`src/rtl/uart_rx_deserializer.sv`:
```
// rtl/uart_rx_deserializer.sv - 8N1 UART receiver with framing-error strobe and saturating error count.
// Optional even-parity (8E1) frames when UART_RX_PARITY_EN is defined.
module uart_rx_deserializer #(
  parameter int CLKS_PER_BIT = 434,
  parameter int ERRCNT_W     = 8
) (
  input  logic                clk,
  input  logic                reset_n,
  input  logic                rx,
  output logic                rxReady,
  output logic [7:0]          rxData,
  output logic                frame_err,
  output logic [ERRCNT_W-1:0] err_count,
  output logic                rx_busy
);

  localparam int            CW       = $clog2(CLKS_PER_BIT);
  localparam logic [CW-1:0] LAST_CNT = CW'(CLKS_PER_BIT - 1);
  localparam logic [CW-1:0] HALF_CNT = CW'(CLKS_PER_BIT / 2 - 1);

  typedef enum logic [2:0] {
    S_WAITIDLE,
    S_IDLE,
    S_START,
    S_DATA,
`ifdef UART_RX_PARITY_EN
    S_PARITY,
`endif
    S_STOP
  } state_t;

  state_t          r_state;
  state_t          w_next;
  logic            r_rx_meta;
  logic            r_rx_s;
  logic [CW-1:0]   r_clk_cnt;
  logic [2:0]      r_bit_cnt;
  logic [7:0]      r_shift;
  logic            w_cnt_clr;
  logic            w_cnt_inc;
  logic            w_shift_en;
  logic            w_ready;
  logic            w_ferr;
  logic            w_cnt_last;
  logic            w_cnt_half;
`ifdef UART_RX_PARITY_EN
  logic            r_parity;
  logic            r_par_err;
  logic            w_par_sample;
`endif

  assign w_cnt_last = (r_clk_cnt == LAST_CNT);
  assign w_cnt_half = (r_clk_cnt == HALF_CNT);
  assign rx_busy    = (r_state != S_IDLE) && (r_state != S_WAITIDLE);

  always_ff @(posedge clk or negedge reset_n) begin
    if (!reset_n) begin
      r_rx_meta <= 1'b1;
      r_rx_s    <= 1'b1;
      r_state   <= S_WAITIDLE;
    end else begin
      r_rx_meta <= rx;
      r_rx_s    <= r_rx_meta;
      r_state   <= w_next;
    end
  end

  always_comb begin
    w_next     = r_state;
    w_cnt_clr  = 1'b0;
    w_cnt_inc  = 1'b0;
    w_shift_en = 1'b0;
    w_ready    = 1'b0;
    w_ferr     = 1'b0;
`ifdef UART_RX_PARITY_EN
    w_par_sample = 1'b0;
`endif
    case (r_state)
      S_WAITIDLE: begin
        if (!r_rx_s) begin
          w_cnt_clr = 1'b1;
        end else if (w_cnt_last) begin
          w_cnt_clr = 1'b1;
          w_next    = S_IDLE;
        end else begin
          w_cnt_inc = 1'b1;
        end
      end
      S_IDLE: begin
        w_cnt_clr = 1'b1;
        if (!r_rx_s) w_next = S_START;
      end
      S_START: begin
        // Any return to high before mid-start is a glitch; abort early so rx_busy drops fast.
        if (r_rx_s) begin
          w_cnt_clr = 1'b1;
          w_next    = S_IDLE;
        end else if (w_cnt_half) begin
          w_cnt_clr = 1'b1;
          w_next    = S_DATA;
        end else begin
          w_cnt_inc = 1'b1;
        end
      end
      S_DATA: begin
        if (w_cnt_last) begin
          w_cnt_clr  = 1'b1;
          w_shift_en = 1'b1;
          if (r_bit_cnt == 3'd7) begin
`ifdef UART_RX_PARITY_EN
            w_next = S_PARITY;
`else
            w_next = S_STOP;
`endif
          end
        end else begin
          w_cnt_inc = 1'b1;
        end
      end
`ifdef UART_RX_PARITY_EN
      S_PARITY: begin
        if (w_cnt_last) begin
          w_cnt_clr    = 1'b1;
          w_par_sample = 1'b1;
          w_next       = S_STOP;
        end else begin
          w_cnt_inc = 1'b1;
        end
      end
`endif
      S_STOP: begin
        if (w_cnt_last) begin
          w_cnt_clr = 1'b1;
          if (!r_rx_s) begin
            w_ferr = 1'b1;
            w_next = S_WAITIDLE;
`ifdef UART_RX_PARITY_EN
          end else if (r_par_err) begin
            w_ferr = 1'b1;
            w_next = S_IDLE;
`endif
          end else begin
            w_ready = 1'b1;
            w_next  = S_IDLE;
          end
        end else begin
          w_cnt_inc = 1'b1;
        end
      end
      default: w_next = S_WAITIDLE;
    endcase
  end

  always_ff @(posedge clk or negedge reset_n) begin
    if (!reset_n) begin
      r_clk_cnt <= '0;
      r_bit_cnt <= '0;
      r_shift   <= '0;
      rxReady   <= 1'b0;
      rxData    <= '0;
      frame_err <= 1'b0;
      err_count <= '0;
    end else begin
      if (w_cnt_clr) begin
        r_clk_cnt <= '0;
      end else if (w_cnt_inc) begin
        r_clk_cnt <= r_clk_cnt + 1'b1;
      end
      if (r_state == S_IDLE) begin
        r_bit_cnt <= '0;
      end else if (w_shift_en) begin
        r_bit_cnt <= r_bit_cnt + 3'd1;
      end
      if (w_shift_en) r_shift <= {r_rx_s, r_shift[7:1]};
      rxReady   <= w_ready;
      frame_err <= w_ferr;
      if (w_ready) rxData <= r_shift;
      if (w_ferr && (err_count != '1)) err_count <= err_count + 1'b1;
    end
  end

`ifdef UART_RX_PARITY_EN
  always_ff @(posedge clk or negedge reset_n) begin
    if (!reset_n) begin
      r_parity  <= 1'b0;
      r_par_err <= 1'b0;
    end else begin
      if (r_state == S_IDLE) begin
        r_parity  <= 1'b0;
        r_par_err <= 1'b0;
      end else if (w_shift_en) begin
        r_parity <= r_parity ^ r_rx_s;
      end else if (w_par_sample) begin
        // Even parity: data ones plus parity bit must be even.
        r_par_err <= r_parity ^ r_rx_s;
      end
    end
  end
`endif

endmodule
```
`config.mk`:
```
export PLATFORM = sky130hd
export DESIGN_NAME = uart_rx_deserializer
export DESIGN_NICKNAME = d
export VERILOG_FILES = /design/src/rtl/uart_rx_deserializer.sv
export SDC_FILE = /design/constraint.sdc
export NUM_CORES = 1
export LEC_CHECK = 0
export ABC_CLOCK_PERIOD_IN_PS = 2540
export BUFFER_PORTS_ARGS = -buffer_cell sky130_fd_sc_hd__buf_2
export CORE_UTILIZATION = 60
export CTS_BUF_LIST = sky130_fd_sc_hd__clkbuf_8
export DETAILED_ROUTE_END_ITERATION = 7
export GPL_TIMING_DRIVEN = 0
export PLACE_DENSITY = 0.83
export SLEW_MARGIN = 20
export SYNTH_ARGS = -nofsm -noshare
export SYNTH_HDL_FRONTEND = slang
export SYNTH_SLANG_ARGS = --single-unit
```
`constraint.sdc`:
```
create_clock -name clk -period 2.54 [get_ports clk]
set_input_delay 0.635 -clock clk [delete_from_list [all_inputs] [get_ports clk]]
set_output_delay 0.635 -clock clk [all_outputs]
set_load 0.02 [all_outputs]
```
# Yosys cells after proc, flatten, opt, wreduce, memory -nomap -nowiden
# Index checks and enable logic that the tools add are counted.
# totals
register_bits,43
latchBits,0
mem_bits_rw,0
romBits,0
input_bits,3
out_inout_bits,19
elab_cells,68
mem_count,0
# op_classes
add_sub_neg,3
n_mul,0
div,0
n_lt_le_gt_ge,0
eq_ne,16
shift,0
muxes,31
n_bitwise,0
reduce_logical,8
# ops
op,n
$mux W3,10
$mux W9,2
$mux W1,16
$pmux W3 S5,1
$ne A2 B2 Y1 const B,6
$add A9 B1 Y9 const B,1
$eq A9 B8 Y1 const B,1
$eq A9 B9 Y1 const B,1
$add A8 B1 Y8 const B,1
$ne A8 B8 Y1 const B,1
$reduce_and A7 Y1,1
$eq A3 B2 Y1 const B,2
$eq A3 B3 Y1 const B,2
$pmux W1 S4,1
$reduce_bool A2 Y1,2
$add A3 B1 Y3 const B,1
$eq A3 B1 Y1 const B,1
$logic_not A3 Y1,1
$ne A3 B1 Y1 const B,1
$ne A3 B3 Y1 const B,1
$pmux W1 S3,1
$reduce_bool A3 Y1,1
$logic_and A1 B1 Y1,2
$reduce_or A2 Y1,1

# Logic depth before layout (Yosys ltp)
# logic_depth
ltp_word,6
depth_mapped,8
mapped_depth_nobuf,7

# Worst setup path after synthesis
# No wires, ideal clock.
# synth_timing
kind,reg-to-reg
start,reg r_clk_cnt[1]
end,reg err_count[1]
setup_time_ns,0.125
t_arrival_ns,1.964
t_required_ns,2.415
path_slack_ns,0.451
stages_incl_launch_ff,7
n_path_buf,0
period_less_slack_ns,2.089
path_cell_list,dfrtp_1 inv_1 ha_1 nand4bb_4 or3_4 nor4_4 mux2_2
# synth_between
elab_chain_cells,4
# synth_rtl
item,line,source
"start, declared",36,logic [CW-1:0] r_clk_cnt;
"start signal, assigned",167,r_clk_cnt <= r_clk_cnt + 1'b1;
$eq A9 B9 Y1,52,assign w_cnt_last = (r_clk_cnt == LAST_CNT);
$mux W1,132,if (w_cnt_last) begin
$mux W1,78,case (r_state)
$logic_and A1 B1 Y1,178,if (w_ferr && (err_count != '1)) err_count <= err_count + 1'b1;
"end signal, assigned",178,
"end, declared",13,"output logic [ERRCNT_W-1:0] err_count,"
# No other way between the ends.
# A chain may end at the register's enable or synchronous reset.

# Final worst setup path
# layout_timing
start,reg r_clk_cnt[1]
end,reg r_shift[6]
# layout_between
elab_chain_cells,3
# layout_rtl
item,line,source
$eq A9 B9 Y1,52,
$mux W1,106,if (w_cnt_last) begin
$mux W1,78,
"end signal, assigned",174,"if (w_shift_en) r_shift <= {r_rx_s, r_shift[7:1]};"
"end, declared",38,logic [7:0] r_shift;
# No other way between the ends.

==> results.json <==
{
  "result_of_the_run": "completed",
  "crit_path_max_delay_cell_type": "sky130_fd_sc_hd__or3_4",
  "synth.most_common_cell": "sky130_fd_sc_hd__dfrtp_1",
  "min_period_over_period_pct": 91.4,
  "cp_top_family": "simple AND/OR/NAND/NOR gates",
  "vias": 1502,
  "netlist-cell-type-count": 40,
  "cell_type_with_the_highest_aggregate_area_in_the_netlist": "sky130_fd_sc_hd__dfrtp_1",
  "met3_usage_pct": 6.51,
  "fin_nets": 222,
  "worst_path_largest_cell_delay_ns": 0.45,
  "path_cells": "inv_1, ha_1, nand4bb_4, or3_4, nor2_1, buf_2, mux2_2",
  "fmaxAchievable_mhz": 431,
  "placed_cell_area_um2": 2260,
  "total_leakage_power_uw": 0.00118,
  "synthesis.area_um2": 2100,
  "postSynth.topFlopCell": "sky130_fd_sc_hd__dfrtp_1",
  "post-place-ws_ns": 0.241,
  "maxCapViolations": 0,
  "syn_nets": 194,
  "routed_wl_mm": 3.83,
  "regArea_um2": 1080,
  "post_route_cells_drive_above_1_share_pct": 28.5,
  "setup.worst_path.end_class": "flop",
  "post_cts.resized_instances": 0,
  "synth_cells": 185,
  "power.density_cell_area_nw_per_um2": 625,
  "worst-endpoint-required_ns": 2.73,
  "final_hold_viol_count": 0,
  "fillers": 245,
  "initial_utilization_pct": 63.0,
  "numPortBuffers": 21,
  "grt_antenna_before_repair": 0,
  "worst_tran_pin_value_ns": 0.909,
  "grt_max_degree": 44,
  "grt_pass1_wl_mm": 6.31,
  "detail_route.iter0.violations": 84,
  "final_max_slew_viol_count": 0,
  "avgSynthCellArea_um2": 11.4,
  "setup_tns_ns": 0,
  "dpl.hpwl_mm": 2.66,
  "multi_input_area_um2": 951,
  "synth_edf_count": 0,
  "floorplan.die_area_um2": 3740,
  "layout_setup_ws_ns": 0.219,
  "fin_crit_ns": 2.32,
  "worstSetupPathType": "reg2reg",
  "most_used_routing_layer": "met2",
  "ys_top_cells_by_count": "41 x sky130_fd_sc_hd__dfrtp_1, 19 x sky130_fd_sc_hd__mux2_2, 16 x sky130_fd_sc_hd__nor2_1, 12 x sky130_fd_sc_hd__nand2_1, 9 x sky130_fd_sc_hd__a21oi_1",
  "ant_diodes": 0,
  "cts.reportedPaths.clkPinSlew_ns": 0.08,
  "post-synth-top-area-fraction_pct": 48.8,
  "cts_tree": "built",
  "timing.final.setup_violations": 0,
  "wire_per_inst_um": 14.7,
  "detail-route-antenna-nets": 0,
  "cp-start-kind": "flop",
  "cts_inserted_buffers": 5,
  "finalClockSkew_ns": 0.00403,
  "cp_data_arrival_time_ns": 2.51,
  "holdCritPathClass": "reg2reg",
  "max_slew_margin_pct": 39.4,
  "clock_path_buffers": 2,
  "met2_use_gr_pct": 36.3,
  "number_of_placed_i_o_pins": 22,
  "track_usage_pct": 23.6,
  "drt-vias-per-instance": 5.78,
  "drt_pre_antenna_iters": 4,
  "via_count_of_the_first_global_routing_pass": 1392,
  "route.detailed.drc": 0,
  "ys_warn_count": 0,
  "ys_async_sr_fraction_pct": 100,
  "ir_worst_vdd_mv": 0.423,
  "leading_cell_types_by_total_area_after_synthesis": "sky130_fd_sc_hd__dfrtp_1 49%, sky130_fd_sc_hd__mux2_2 10%, sky130_fd_sc_hd__ha_1 3.6%, sky130_fd_sc_hd__xnor2_1 2.9%, sky130_fd_sc_hd__nor2_1 2.9%",
  "synth_sequential_area_ratio_pct": 51.3,
  "area_growth_syn_to_layout_pct": 14.2,
  "cts.sinks": 43,
  "clk-insertion-delay-late_ns": 0.30,
  "chipHeight_um": 61.2,
  "postLayoutCellArea_um2": 2400,
  "clk_root_buffer_cell": "sky130_fd_sc_hd__clkbuf_8",
  "placementRows": 21,
  "placeable_area_um2": 3340,
  "globalplace.congestion": 0.855,
  "horizontal_die_dimension_um": 61.2,
  "cts_hold_buf": 0,
  "use_met1_pct": 30.6,
  "worst-path-max-fanout": 10,
  "cp_num_buf_inv": 2,
  "grt_overflow_total": 0,
  "rsz0062_at_grt": "no",
  "postCtsSetupRepairBufs": 0,
  "cts_htree_levels": 2,
  "yosys_register_bits": 43,
  "postLayoutCoreUtil_pct": 72.0
}
layout by cell type (no fill, tap or decap), types with 2 or more instances in the layout:
cell type / count
sky130_fd_sc_hd__bufinv_16: 2
sky130_fd_sc_hd__xor2_1: 2
sky130_fd_sc_hd__mux2i_1: 2
sky130_fd_sc_hd__nand3b_1: 2
sky130_fd_sc_hd__nor2_1: 16
sky130_fd_sc_hd__clkbuf_8: 5
sky130_fd_sc_hd__inv_1: 8
sky130_fd_sc_hd__dfrtp_1: 41
sky130_fd_sc_hd__nand2_1: 12
sky130_fd_sc_hd__nand2b_1: 2
sky130_fd_sc_hd__buf_2: 24
sky130_fd_sc_hd__dfstp_2: 2
sky130_fd_sc_hd__nand4b_1: 2
sky130_fd_sc_hd__nand3_1: 3
sky130_fd_sc_hd__mux2_2: 19
sky130_fd_sc_hd__nor3_1: 3
sky130_fd_sc_hd__a21oi_1: 9
sky130_fd_sc_hd__ha_1: 6
sky130_fd_sc_hd__xnor2_1: 7
sky130_fd_sc_hd__o22ai_1: 2
sky130_fd_sc_hd__nand4_1: 4
sky130_fd_sc_hd__a31oi_1: 5
sky130_fd_sc_hd__o2bb2ai_1: 3
sky130_fd_sc_hd__nor4_4: 2
sky130_fd_sc_hd__clkbuf_1: 2
sky130_fd_sc_hd__and3_1: 7
sky130_fd_sc_hd__o21ai_0: 6
worst reg2reg max path, stage by stage, from the launching register on:
cell and delay [ns]:
sky130_fd_sc_hd__dfrtp_1 0.41, sky130_fd_sc_hd__inv_1 0.11, sky130_fd_sc_hd__ha_1 0.20, sky130_fd_sc_hd__nand4bb_4 0.18, sky130_fd_sc_hd__or3_4 0.45, sky130_fd_sc_hd__nor2_1 0.18, sky130_fd_sc_hd__buf_2 0.30, sky130_fd_sc_hd__mux2_2 0.37
logic make-up after synthesis:
kind of cell	share of synthesized area (%)
XOR/XNOR	3.75
AND/OR/NAND/NOR	17.1
multiplexers	11.1
adder cells (fa/ha/maj)	3.57
flip-flops	51.3
buffers and inverters	3.45
AO/OA/AOI/OAI	9.70
cell type report:
class,count,share of cell area [%]
flip-flops and latches,43,44.9
clock buffers,5,2.87
multi-input cells,127,39.6
clock inverters,3,2.81
plain buffers,7,1.77
inverters,8,1.25
well taps,46,2.40
repair buffers,21,4.38
per-layer routing:
metal | wire (um) | vias to the layer above
met5 | 0 | -
met4 | 107 | 0
met3 | 207 | 12
met2 | 1820 | 49
met1 | 1700 | 728
li1 | - | 713
state kept, by name (all words and copies together), names as in the netlist:
signal and flops:
r_bit_cnt 3, rxReady 1, r_state 3, frame_err 1, err_count 8, r_shift 8, rxData 8, r_rx_s 1
r_rx_meta 1, r_clk_cnt 9
worst paths after layout:
| path | start | endpoint | slack (ns) | cells after the start |
|---|---|---|---|---|
| setup reg to reg | r_clk_cnt[1] | r_shift[6] | 0.22 | 7 |
| hold reg to reg | r_rx_meta | r_rx_s | 0.36 | 0 |
| setup / recovery | r_clk_cnt[1] | r_shift[6] | 0.22 | 7 |
| min in group asynchronous | reset_n | err_count[2] | 0.47 | 1 |
| max in group asynchronous | reset_n | rxData[7] | 1.52 | 1 |
| hold / removal | r_rx_meta | r_rx_s | 0.36 | 0 |
power breakdown:
part / internal [uW] / total [uW] / leakage [uW] / switching [uW]
registers: 716 / 760 / 0.000590 / 43.9
logic: 52.3 / 119 / 0.000521 / 66.6
clock network: 392 / 623 / 0.0000644 / 231
total: 1160 / 1500 / 0.00118 / 342
stage by stage:
| step | power, uW | instances | hold WS, ns |
|---|---|---|---|
| 3_5_place_dp | 890 | 252 | 0.350 |
| 2_1_floorplan | 848 | 185 | 0.339 |
| 3_3_place_gp | 881 | 252 | 0.348 |
| 6_report | 1500 | 260 | 0.360 |
| 5_1_grt | 1570 | 260 | 0.368 |
| 4_1_cts | 1520 | 260 | 0.359 |
No activity file was read; power rests on OpenSTA's default activity.
